**config.mk**
```make
export PLATFORM = sky130hd
export DESIGN_NAME = seq_decimal_display
export DESIGN_NICKNAME = d
export VERILOG_FILES = /design/src/rtl/seq_decimal_display.sv
export SDC_FILE = /design/constraint.sdc
export NUM_CORES = 1
export LEC_CHECK = 0
export CAP_MARGIN = 25
export CORE_MARGIN = 2
export CORE_UTILIZATION = 50
export DETAILED_ROUTE_END_ITERATION = 7
export GPL_TIMING_DRIVEN = 1
export PLACE_DENSITY = 0.76
export SKIP_LAST_GASP = 1
export SLEW_MARGIN = 20
export SYNTH_ARGS = -nofsm -noshare
export SYNTH_HDL_FRONTEND = slang
export SYNTH_SLANG_ARGS = --single-unit
```
**constraint.sdc**
```tcl
create_clock -name clk -period 2.38 [get_ports clk]
set_input_delay 0.595 -clock clk [delete_from_list [all_inputs] [get_ports clk]]
set_output_delay 0.595 -clock clk [all_outputs]
set_load 0.01 [all_outputs]
```
**src/rtl/seq_decimal_display.sv**
```systemverilog
`default_nettype none
// ============================================================================
//  Module      : seq_decimal_display
//  Description : Sequential binary-to-decimal seven-segment display driver.
//                Iterative shift-and-add-3 (double dabble), one bit per clock,
//                with start/busy/done handshake, leading-zero blanking and
//                overflow flag. Display outputs hold between updates.
//  Revision    : 1.0 - initial release
// ============================================================================
module seq_decimal_display #(
    parameter int         WIDTH     = 16,
    parameter int         DIGITS    = 5,
    parameter logic [6:0] SEG_BLANK = 7'b1111111
) (
    input  logic                  clk,
    input  logic                  rst,
    input  logic                  start,
    input  logic [WIDTH-1:0]      val,
    input  logic                  lz_blank,
    output logic                  busy,
    output logic                  done,
    output logic                  ovf,
    output logic [7*DIGITS-1:0]   seg7
);

    localparam int         c_CNT_W = $clog2(WIDTH + 1);
    localparam int         c_BCD_W = 4 * DIGITS;

    localparam logic [1:0] c_IDLE  = 2'd0;
    localparam logic [1:0] c_CONV  = 2'd1;
    localparam logic [1:0] c_LATCH = 2'd2;

    // Active-low segment encoder, bit order {g,f,e,d,c,b,a}.
    // Non-decimal nibbles cannot occur in a valid BCD register; show them dark.
    function automatic logic [6:0] seven_segment(input logic [3:0] digit);
        logic [6:0] pat;
        case (digit)
            4'd0:    pat = 7'b1000000;
            4'd1:    pat = 7'b1111001;
            4'd2:    pat = 7'b0100100;
            4'd3:    pat = 7'b0110000;
            4'd4:    pat = 7'b0011001;
            4'd5:    pat = 7'b0010010;
            4'd6:    pat = 7'b0000010;
            4'd7:    pat = 7'b1111000;
            4'd8:    pat = 7'b0000000;
            4'd9:    pat = 7'b0010000;
            default: pat = 7'b1111111;
        endcase
        return pat;
    endfunction

    logic [1:0]          r_state;
    logic [WIDTH-1:0]    r_shift;
    logic [c_BCD_W-1:0]  r_bcd;
    logic                r_ovf_sticky;
    logic                r_lz;
    logic [c_CNT_W-1:0]  r_cnt;
    logic                r_done;
    logic                r_ovf;
    logic [7*DIGITS-1:0] r_seg7;

    logic [c_BCD_W-1:0]  w_bcd_adj;
    logic [7*DIGITS-1:0] w_seg;
    logic                w_leading;

    assign busy = (r_state != c_IDLE);
    assign done = r_done;
    assign ovf  = r_ovf;
    assign seg7 = r_seg7;

    // Add-3 correction: every BCD nibble of 5 or more is bumped before the shift.
    always_comb begin
        w_bcd_adj = r_bcd;
        for (int k = 0; k < DIGITS; k++) begin
            if (r_bcd[4*k +: 4] >= 4'd5) begin
                w_bcd_adj[4*k +: 4] = r_bcd[4*k +: 4] + 4'd3;
            end
        end
    end

    // Decode digits, blanking zeros above the highest non-zero digit (never digit 0).
    always_comb begin
        w_seg     = '0;
        w_leading = 1'b1;
        for (int k = DIGITS - 1; k >= 0; k--) begin
            if (r_bcd[4*k +: 4] != 4'd0) begin
                w_leading = 1'b0;
            end
            if (r_lz && w_leading && (k != 0)) begin
                w_seg[7*k +: 7] = SEG_BLANK;
            end else begin
                w_seg[7*k +: 7] = seven_segment(r_bcd[4*k +: 4]);
            end
        end
    end

    // Control FSM, conversion datapath and registered display outputs.
    always_ff @(posedge clk) begin
        if (rst) begin
            r_state      <= c_IDLE;
            r_shift      <= '0;
            r_bcd        <= '0;
            r_ovf_sticky <= 1'b0;
            r_lz         <= 1'b0;
            r_cnt        <= '0;
            r_done       <= 1'b0;
            r_ovf        <= 1'b0;
            r_seg7       <= {DIGITS{SEG_BLANK}};
        end else begin
            r_done <= 1'b0;
            case (r_state)
                c_IDLE: begin
                    if (start) begin
                        r_shift      <= val;
                        r_bcd        <= '0;
                        r_ovf_sticky <= 1'b0;
                        r_lz         <= lz_blank;
                        r_cnt        <= c_CNT_W'(WIDTH);
                        r_state      <= c_CONV;
                    end
                end
                c_CONV: begin
                    // The bit leaving the top nibble is a carry past 10^DIGITS.
                    r_bcd        <= {w_bcd_adj[c_BCD_W-2:0], r_shift[WIDTH-1]};
                    r_shift      <= {r_shift[WIDTH-2:0], 1'b0};
                    r_ovf_sticky <= r_ovf_sticky | w_bcd_adj[c_BCD_W-1];
                    r_cnt        <= r_cnt - c_CNT_W'(1);
                    if (r_cnt == c_CNT_W'(1)) begin
                        r_state <= c_LATCH;
                    end
                end
                c_LATCH: begin
                    r_seg7  <= w_seg;
                    r_ovf   <= r_ovf_sticky;
                    r_done  <= 1'b1;
                    r_state <= c_IDLE;
                end
                default: begin
                    r_state <= c_IDLE;
                end
            endcase
        end
    end

endmodule
`default_nettype wire

```
# After elaboration in Yosys (flattened, before gate mapping)
# Memories as Yosys holds them, arrays and structs flattened. A register that Yosys moved wholly into a read port is not among the register bits.
# Index checks and enable logic that the tools add are counted.
# word_totals
ff_bits	82
romBits	560
inputBits	20
output_inout_bits	38
word_cells	78
mem_count	5
# mem_list
memory	words	width	read_ports	rd_ports_with_merged_regs	write_ports	line_no	text
(no name shown)	16	7	1	1	0	37	case (digit)
(no name shown)	16	7	1	1	0	37	
(no name shown)	16	7	1	1	0	37	
(no name shown)	16	7	1	1	0	37	
(no name shown)	16	7	1	1	0	37	
# classes
n_addsub	6
n_lt_le_gt_ge	5
eq_ne	5
muxes	33
bitwise_logic	1
reduce_logical	14
# op_table
cell	n
$mux W4	13
$pmux W20 S2	1
$pmux W16 S2	1
$mux W7	4
$add A4 B2 Y4 const B	5
$ge A4 B3 Y1 const B	5
$mux W20	1
$mux W16	1
$reduce_bool A4 Y1	4
$pmux W5 S2	1
$mux W1	6
$reduce_and A2 Y1	3
$eq A5 B1 Y1 const B	1
$mux W5	1
$sub A5 B1 Y5 const B	1
$logic_and A1 B1 Y1	4
$mux W2	2
$ne A2 B2 Y1 const B	2
$pmux W2 S2	1
$reduce_bool A2 Y1	2
$eq A2 B1 Y1 const B	1
$eq A2 B2 Y1 const B	1
$logic_not A2 Y1	1
$pmux W1 S2	1
$or A1 B1 Y1	1

# Logic depth before layout (Yosys ltp)
# Gate-level depths: netlist (run 1).
# logic_depth
word_depth	7
depth_mapped	11
ltp_nobuf	11

# Worst setup path before layout (run 1)
# OpenSTA, ideal clock, no wires.
# synth_path
path_type	input port to flip-flop
start	input start
end	register with a tool-made name
setup_time_ps	147
arrival_time_ps	2319
required_ps	2233
slack_ps	-86
path_stages	11
n_path_buf	2
cell_sequence	o21ba_2 -> buf_2 -> nor2_1 -> buf_2 -> nand2_1 -> o21ai_1 -> inv_1 -> ha_1 -> inv_1 -> a31oi_1 -> o22ai_1
# synth_lines
element	line_no	text
from (decl)	17	input logic start,

# Final worst setup path (run 1)
# layout_path
start	register r_bcd[16]
end	register r_seg7[11] (netlist: seg7[11])
# layout_between
elab_chain_cells	7
# layout_rtl
element	line_no	text
from (decl)	55	logic [c_BCD_W-1:0] r_bcd;
from (signal assigned)	125	r_bcd <= {w_bcd_adj[c_BCD_W-2:0], r_shift[WIDTH-1]};
$reduce_bool A4 Y1	87	if (r_bcd[4*k +: 4] != 4'd0) begin
$mux W1 (4 in series)	87	
$logic_and A1 B1 Y1	90	if (r_lz && w_leading && (k != 0)) begin
$mux W7	90	
to (signal assigned)	109	r_seg7 <= {DIGITS{SEG_BLANK}};
to (signal assigned)	134	r_seg7 <= w_seg;
to (decl)	61	logic [7*DIGITS-1:0] r_seg7;
# Every way passes these cells.
# A chain may end at the register's enable or synchronous reset.

==> results.json, run 1 <==
{
  "status": "complete, no violations",
  "synth-edff-count": 0,
  "root_buffer": "clkbuf_8",
  "ys.flop_type": "dfxtp_1",
  "grt_pass1_vias": 4341,
  "seqPwrFrac": 0.552,
  "yosys-top-cells-count": "110 x dfxtp_1, 75 x nand2_1, 39 x ha_1",
  "core_sq_um": 9819,
  "grt_overflow": 0,
  "placed_cells": 807,
  "io_pins": 58,
  "clock_skew_ps": 10.33,
  "nets": 747,
  "gr-usage-all-layers": 0.2223,
  "worstPathRequired_ps": 2710,
  "grt_max_degree": 24,
  "hpwl_mm": 9.104,
  "diodes": 0,
  "cts-buffers-inserted": 9,
  "fillers": 797,
  "startpoint_type": "register",
  "peakVddDrop_v": 0.0003121,
  "post-route-util": 0.6659,
  "drv_cap": 0,
  "intPower_uw": 2657,
  "endpoint_kind": "register",
  "syn2layout_area_growth_pct": 29.01,
  "yosys.cell_types.count": 55,
  "num_rows": 36,
  "fin_tns_setup_ps": 0,
  "dr.pass1.iters": 4,
  "critPathKind": "register to register",
  "path_clk_slew_ps": 100,
  "synthTopCellsByArea": "dfxtp_1 43%, ha_1 9.6%, nand2_1 5.6%",
  "multi_input_comb_area_sq_um": 2658,
  "tightest_slew_ps": 695.1,
  "wirelength_mm": 12.14,
  "ant_nets": 0,
  "seq_area_frac_synth": 0.4345,
  "fmax_mhz": 436.5,
  "regArea_sq_um": 2203,
  "syn_nets": 636,
  "grt_pass1_wl_mm": 20.24,
  "cts_tree": "done",
  "drc_errors": 0,
  "cpPeakStageDelay_ps": 560,
  "p_switching_uw": 801.0,
  "syn_area_sq_um": 5069,
  "p_per_area_nw_per_um2": 528.8,
  "relSlewSlack": 0.5366,
  "die_area_sq_um": 10960,
  "wire_per_inst_um": 14.70,
  "synth.most_common_cell": "dfxtp_1",
  "leakage_uw": 0.002807,
  "h-tree-depth": 3,
  "p_clk_frac": 0.361,
  "finalMaxSlewViolations": 0,
  "worstPathCellList": "inv_1 > ha_1 > and4bb_2 > nand3_2 > or4b_4 > o41ai_4 > buf_4 > o22ai_1 > nand2_1",
  "fin_area_sq_um": 6539,
  "crit_fanout": 7,
  "crit_arrival_ps": 2620,
  "swShare": 0.2316,
  "routed_via_density": 5.436,
  "yosys_warnings": 0,
  "via_count": 4490,
  "slowest_stage": "or4b_4",
  "clk_latency_ps": 380,
  "holdWs_ps": 447.8,
  "stdcell_count": 826,
  "synth_cells": 577,
  "fin_crit_ps": 2291,
  "pwr-share-comb": 0.087,
  "antenna_found_initial": 0,
  "fp.dieW_um": 104.7,
  "gp_congestion": 0.9362,
  "die_h_um": 104.7,
  "initialDrtViolationCount": 216,
  "placed_cell_area_sq_um": 6257,
  "synthArstFlopShare": 0,
  "yosysTopAreaCellShare": 0.4345,
  "setup_viol_count_final": 0,
  "io_buffers": 57,
  "rsz0062_at_grt": "yes",
  "synth.avg_cell_area_sq_um": 8.784,
  "min_path_type": "register to register",
  "yosys.area.top_type": "dfxtp_1",
  "clockBufferDepth": 2,
  "ys_ff_latch": 110,
  "final_hold_viol_count": 0,
  "start_util": 0.5162,
  "cts_hold_buf": 0,
  "post-route-period-util": 0.9627,
  "final_layout_size_suffix_gt1_frac": 0.1732,
  "cts.sinks": 110
}
## layout by cell type (no fill, tap or decap), types with 3 or more instances in the layout
cell type,instances
nand2b_1,14
clkbuf_8,10
nor3b_1,4
a22o_1,10
dfxtp_1,109
o21a_1,6
o22ai_1,23
a21oi_2,3
a21o_1,3
clkdlybuf4s50_1,55
nor2_1,33
o21ai_0,33
nor3_1,13
ha_1,37
buf_4,70
nand2_1,75
inv_2,6
a21oi_1,33
nor2b_1,10
xnor2_1,5
a22oi_1,16
xor2_1,4
nand3_1,5
mux2i_1,6
o221a_2,7
a31oi_1,4
o21ai_1,12
a311oi_1,4
inv_1,30
## final cells by class
class | count | area share
multi-input cells | 401 | 0.4064
inverters | 36 | 0.02067
clock buffers | 11 | 0.02162
repair buffers | 130 | 0.1762
clock inverters | 5 | 0.01263
flip-flops and latches | 110 | 0.3370
well taps | 133 | 0.02545
## per-stage QoR
step | power (uW) | worst slack (ps)
global placement | 2236 | -255.5
CTS | 3477 | 13.90
floorplan | 2102 | 12.75
detailed placement | 2247 | -308.3
finish | 3458 | 88.81
global route | 3565 | -33.29
## power groups by stage
stage	Sequential (uW)	Clock, uW	Combinational [uW]
after floorplan	1940	0	158
after global placement	1950	0	288
after detailed placement	1950	0	297
after CTS	1910	1270	298
after global routing	1910	1320	326
final	1910	1250	302
## critical path, delay by kind of cell, from the launching register on
family | cells | cell delay, ps
adder cells (fa/ha/maj) | 1 | 150
AO/OA/AOI/OAI | 2 | 390
flip-flops | 1 | 360
AND/OR/NAND/NOR | 4 | 1020
buffers and inverters | 2 | 320
## logic make-up after synthesis
group,Yosys count,synth area share
muxes,6,0.01185
adders and majority gates,39,0.09627
AOI/OAI and AO/OA,175,0.2293
DFF,110,0.4345
xor gates and xnor gates,9,0.01555
buffers and inverters,66,0.05061
and+or+nand+nor,172,0.1619
## final timing paths
kind / start / to / slack [ps] / cells after the start
setup / recovery: r_bcd[16]$_SDFFE_PP0N_ / seg7[11]$_SDFFE_PP1P_ / 90 / 9
hold / removal: r_shift[12]$_SDFFE_PP0N_ / r_shift[13]$_SDFFE_PP0N_ / 450 / 2
setup reg to reg: r_bcd[16]$_SDFFE_PP0N_ / seg7[11]$_SDFFE_PP1P_ / 90 / 9
hold reg to reg: r_shift[12]$_SDFFE_PP0N_ / r_shift[13]$_SDFFE_PP0N_ / 450 / 2
## what timing repair did
action / in CTS / in global routing
gates resized for setup: 1 / 11
endpoints found under the setup margin: 1 / 21
pin swaps: 0 / 5
buffers inserted: 0 / 3
## layer usage
metal	GRT usage	share of wire	vias up
met2	0.3880	0.49	96
met3	0.04679	0.044	11
met1	0.2790	0.46	2140
met5	0	0	-
met4	0.05810	0.011	0
li1	-	-	2243
No activity file was read; power rests on OpenSTA's default activity.
==> run 2: changes to the inputs <==
Settings changed: CORE_ASPECT_RATIO from default to 0.9, CTS_BUF_LIST from default to sky130_fd_sc_hd__clkbuf_16.
==> results.json, run 2 (synthesis results as in run 1) <==
{
  "grt_overflow": 0,
  "diodes": 0,
  "fin_crit_ps": 2288,
  "worstPathRequired_ps": 1780,
  "status": "complete, no violations",
  "relSlewSlack": 0.3938,
  "final_cell_mix": "110 x dfxtp_1, 75 x nand2_1, 67 x buf_4",
  "setup_viol_count_final": 0,
  "gp_congestion": 0.8748,
  "path_clk_slew_ps": 70,
  "p_per_area_nw_per_um2": 585.4,
  "start_util": 0.5180,
  "reg2regPathDepth": 9,
  "clock_skew_ps": 4.965,
  "cts.sinks": 110,
  "hold_depth": 2,
  "clockBufferDepth": 2,
  "final_layout_size_suffix_gt1_frac": 0.1630,
  "hpwl_mm": 8.725,
  "crit_arrival_ps": 1690,
  "fp.dieW_um": 110.1,
  "final_hold_viol_count": 0,
  "min_path_type": "register to register",
  "h-tree-depth": 3,
  "io_buffers": 57,
  "finalMaxSlewViolations": 0,
  "critPathKind": "register to output pin",
  "gr-usage-all-layers": 0.2319,
  "initialDrtViolationCount": 305,
  "endpoint_kind": "output pin",
  "ant_nets": 0,
  "wirelength_mm": 12.21,
  "die_area_sq_um": 10960,
  "cts-buffers-inserted": 9,
  "wire_per_inst_um": 15.02,
  "peakVddDrop_v": 0.0006319,
  "rsz0062_at_grt": "no",
  "min_delay_worst_endpoint": "seg7[18]$_SDFFE_PP1P_",
  "fillers": 805,
  "fin_tns_setup_ps": 0,
  "drv_cap": 0,
  "nets": 742,
  "grt_pass1_vias": 4387,
  "syn2layout_area_growth_pct": 29.97,
  "mostFrequentLayoutCell": "dfxtp_1",
  "grt_pass1_wl_mm": 20.27,
  "root_buffer": "clkbuf_16",
  "crit_fanout": 21,
  "core_sq_um": 9784,
  "die_h_um": 99.52,
  "routed_via_density": 5.550,
  "via_count": 4512,
  "tightest_slew_ps": 902.4,
  "post-route-period-util": 0.9612,
  "grt_max_degree": 28,
  "num_rows": 34,
  "startpoint_type": "register",
  "clk_latency_ps": 350,
  "cts_tree": "done",
  "fmax_mhz": 437.1,
  "setup_ws_ps": 92.38,
  "antenna_found_initial": 0,
  "r2r_slack_ps": 160,
  "dr.pass1.iters": 4,
  "leakage_uw": 0.002814,
  "io_pins": 58,
  "reg2reg_from": "r_bcd[16]$_SDFFE_PP0N_",
  "pre_cts_ws_ps": -362.1,
  "drc_errors": 0
}
[run 2: changes by cell type in the layout (fill, tap and decap cells not counted), sizes merged]
| cell | before | now |
|---|---|---|
| bufinv | 2 | 3 |
| clkdlybuf4s50 | 55 | 56 |
| dlymetal6s2s | 2 | 1 |
| clkbuf | 11 | 9 |
| buf | 73 | 68 |
[run 2: cell type report]
class                   instances  area (sq um)  area share
inverters                      36         135.1     0.02051
clock buffers                   9         225.2     0.03419
well taps                     126         157.7     0.02393
clock inverters                 6         101.3     0.01538
flip-flops and latches        110          2202      0.3343
repair buffers                125          1087      0.1651
multi-input cells             401          2679      0.4066
[run 2: worst max path at each step]
| stage | startpoint | end | slack (ps) | depth (start not counted) |
|---|---|---|---|---|
| 4_1_cts | rst | register | 30 | 8 |
| 6_report | r_state[0]$_SDFFE_PP0P_ | busy | 90 | 3 |
| 5_1_grt | r_bcd[13]$_SDFFE_PP0N_ | register | 20 | 11 |
| 3_3_place_gp | rst | register | -300 | 6 |
| 2_1_floorplan | rst | register | 10 | 9 |
| 3_5_place_dp | rst | register | -360 | 6 |
[run 2: report_power, final]
part	leakage (uW)	internal (uW)	total [uW]	switching (uW)
Sequential	0.000892	1880	1910	27.9
Combinational	0.00176	140	286	146
Clock	0.000158	1010	1660	650
Total	0.00281	3030	3860	824
[run 2: repair_timing]
item	CTS	global route
buffers inserted	0	2
pin swaps	0	4
endpoints found under the setup margin	3	23
hold buffers	0	0
gates resized for setup	1	10
[run 2: worst max-delay path, stage by stage (launching register included)]
cell	delay, ps
dfxtp_1	360
buf_6	180
or2_2	310
clkdlybuf4s50_1	490
[run 2: metal layers]
metal / GRT usage / part of all wire
met1: 0.2816 / 0.45
met5: 0 / 0
met4: 0.08462 / 0.017
met3: 0.05308 / 0.044
met2: 0.3988 / 0.49
[run 2: metrics by stage]
step | util | hold slack [ps] | instances | total power, uW | cell area [sq um]
final | 0.6733 | 440.0 | 813 | 3857 | 6588
after CTS | 0.6668 | 442.2 | 811 | 3875 | 6524
after global placement | 0.6330 | 419.8 | 796 | 2220 | 6193
after detailed placement | 0.6330 | 430.7 | 796 | 2228 | 6193
after floorplan | - | 415.4 | 577 | 2102 | 5085
after global routing | 0.6733 | 453.3 | 813 | 3983 | 6588
==> run 3: changes to the inputs <==
--- a/config.mk
+++ b/config.mk
@@ -11,7 +11,9 @@
 export CORE_UTILIZATION = 50
 export CTS_BUF_LIST = sky130_fd_sc_hd__clkbuf_16
+export CTS_CLUSTER_DIAMETER = 200
 export DETAILED_ROUTE_END_ITERATION = 7
+export DONT_BUFFER_PORTS = 1
 export GPL_TIMING_DRIVEN = 1
-export PLACE_DENSITY = 0.76
+export PLACE_DENSITY = 0.69
 export SKIP_LAST_GASP = 1
 export SLEW_MARGIN = 20
==> constraint.sdc (replaced) <==
create_clock -name clk -period 2.38 [get_ports clk]
set_input_delay 0.595 -clock clk [delete_from_list [all_inputs] [get_ports clk]]
set_output_delay 0.595 -clock clk [all_outputs]
set_load 0.02 [all_outputs]
==> results.json, run 3 (synthesis results as in run 1) <==
{
  "cts.sinks": 110,
  "startpoint_type": "register",
  "gp_congestion": 0.8917,
  "critPathKind": "register to register",
  "post-route-period-util": 0.9503,
  "fp.dieW_um": 110.1,
  "core_sq_um": 9784,
  "drv_cap": 0,
  "die_h_um": 99.52,
  "nets": 654,
  "final_cell_mix": "108 x dfxtp_1, 74 x nand2_1, 37 x ha_1, 37 x buf_4, 36 x a21oi_1",
  "final_hold_viol_count": 0,
  "syn2layout_area_growth_pct": 12.44,
  "p_per_area_nw_per_um2": 612.6,
  "start_util": 0.5180,
  "peakVddDrop_v": 0.0005570,
  "fin_crit_ps": 2262,
  "relSlewSlack": 0.5141,
  "pre_cts_ws_ps": 25.48,
  "cts_hold_buf": 0,
  "io_buffers": 0,
  "r2r_slack_ps": 120,
  "gr-usage-all-layers": 0.2184,
  "setup_viol_count_final": 0,
  "initialDrtViolationCount": 198,
  "via_count": 4098,
  "root_buffer": "clkbuf_16",
  "path_clk_slew_ps": 70,
  "power_uw": 3491,
  "finalMaxSlewViolations": 0,
  "min_path_type": "primary input to register",
  "crit_fanout": 9,
  "crit_arrival_ps": 2540,
  "io_pins": 58,
  "cts-buffers-inserted": 9,
  "fmax_mhz": 442.1,
  "final_layout_size_suffix_gt1_frac": 0.1383,
  "endpoint_kind": "register",
  "routed_via_density": 5.645,
  "dr.pass1.iters": 5,
  "drc_errors": 0,
  "mostFrequentLayoutCell": "dfxtp_1",
  "antenna_found_initial": 0,
  "wirelength_mm": 11.44,
  "clockBufferDepth": 2,
  "die_area_sq_um": 10960,
  "wire_per_inst_um": 15.76,
  "clk_latency_ps": 350,
  "ant_nets": 0,
  "setup_ws_ps": 118.3,
  "h-tree-depth": 3,
  "hpwl_mm": 8.052,
  "grt_max_degree": 28,
  "grt_pass1_vias": 4016,
  "leakage_uw": 0.002381,
  "worstPathRequired_ps": 2660,
  "cts_tree": "done",
  "diodes": 0,
  "clock_skew_ps": 9.611,
  "num_rows": 34,
  "grt_pass1_wl_mm": 19.04,
  "grt_overflow": 0,
  "status": "complete, no violations",
  "rsz0062_at_grt": "yes",
  "tightest_slew_ps": 728.9,
  "fillers": 871
}
-- run 3: layout make-up --
cell class              count  area, sq um  area share
flip-flops and latches    110         2205      0.3868
inverters                  36        135.1     0.02371
well taps                 126        157.7     0.02766
clock buffers               9        225.2     0.03952
repair buffers             37        277.8     0.04874
clock inverters             7        42.54    0.007464
multi-input cells         401         2656      0.4661
-- run 3: worst paths after layout --
| path | start | endpoint | depth (start not counted) |
|---|---|---|---|
| min | rst | register | 1 |
| max | r_state[0]$_SDFFE_PP0P_ | register | 9 |
| max reg2reg | r_state[0]$_SDFFE_PP0P_ | register | 9 |
| min reg2reg | register | seg7[26]$_SDFFE_PP1P_ | 2 |
-- run 3: repair_timing --
| item | 4_1_cts | 5_1_grt |
|---|---|---|
| setup endpoints to repair | 0 | 21 |
| gates resized for setup | 0 | 8 |
| setup buffers | 0 | 5 |
| hold endpoints to repair | 0 | 0 |
-- run 3: power breakdown --
part / switching (uW) / leakage, uW / internal [uW]
Clock: 658 / 0.000124 / 700
Combinational: 120 / 0.00136 / 93.0
Sequential: 38.7 / 0.000893 / 1880
-- run 3: per-stage QoR --
stage	TNS, ps	util	area (sq um)	std cells	hold WS, ps
detailed placement	0	0.5486	5368	705	428.9
global placement	0	0.5486	5368	705	421.0
CTS	0	0.5760	5635	721	301.7
floorplan	0	-	5085	577	415.4
global route	-77.74	0.5825	5699	726	295.1
finish	0	0.5825	5699	726	308.6
-- run 3: worst max-delay path, cell delays in order, from the launching register on --
cell and delay [ps]:
dfxtp_2 390, o21ba_2 240, nor2_2 400, buf_4 230
nand2_1 50, o31a_1 190, ha_1 310, nor2_1 40
a21oi_1 200, o2bb2ai_1 130
-- run 3: per-layer routing --
| metal | up-vias | share of wire | GRT usage |
|---|---|---|---|
| met5 | - | 0 | 0 |
| met3 | 11 | 0.044 | 0.05832 |
| met4 | 0 | 0.011 | 0.06346 |
| met2 | 78 | 0.48 | 0.3639 |
| li1 | 2061 | - | - |
| met1 | 1948 | 0.46 | 0.2768 |
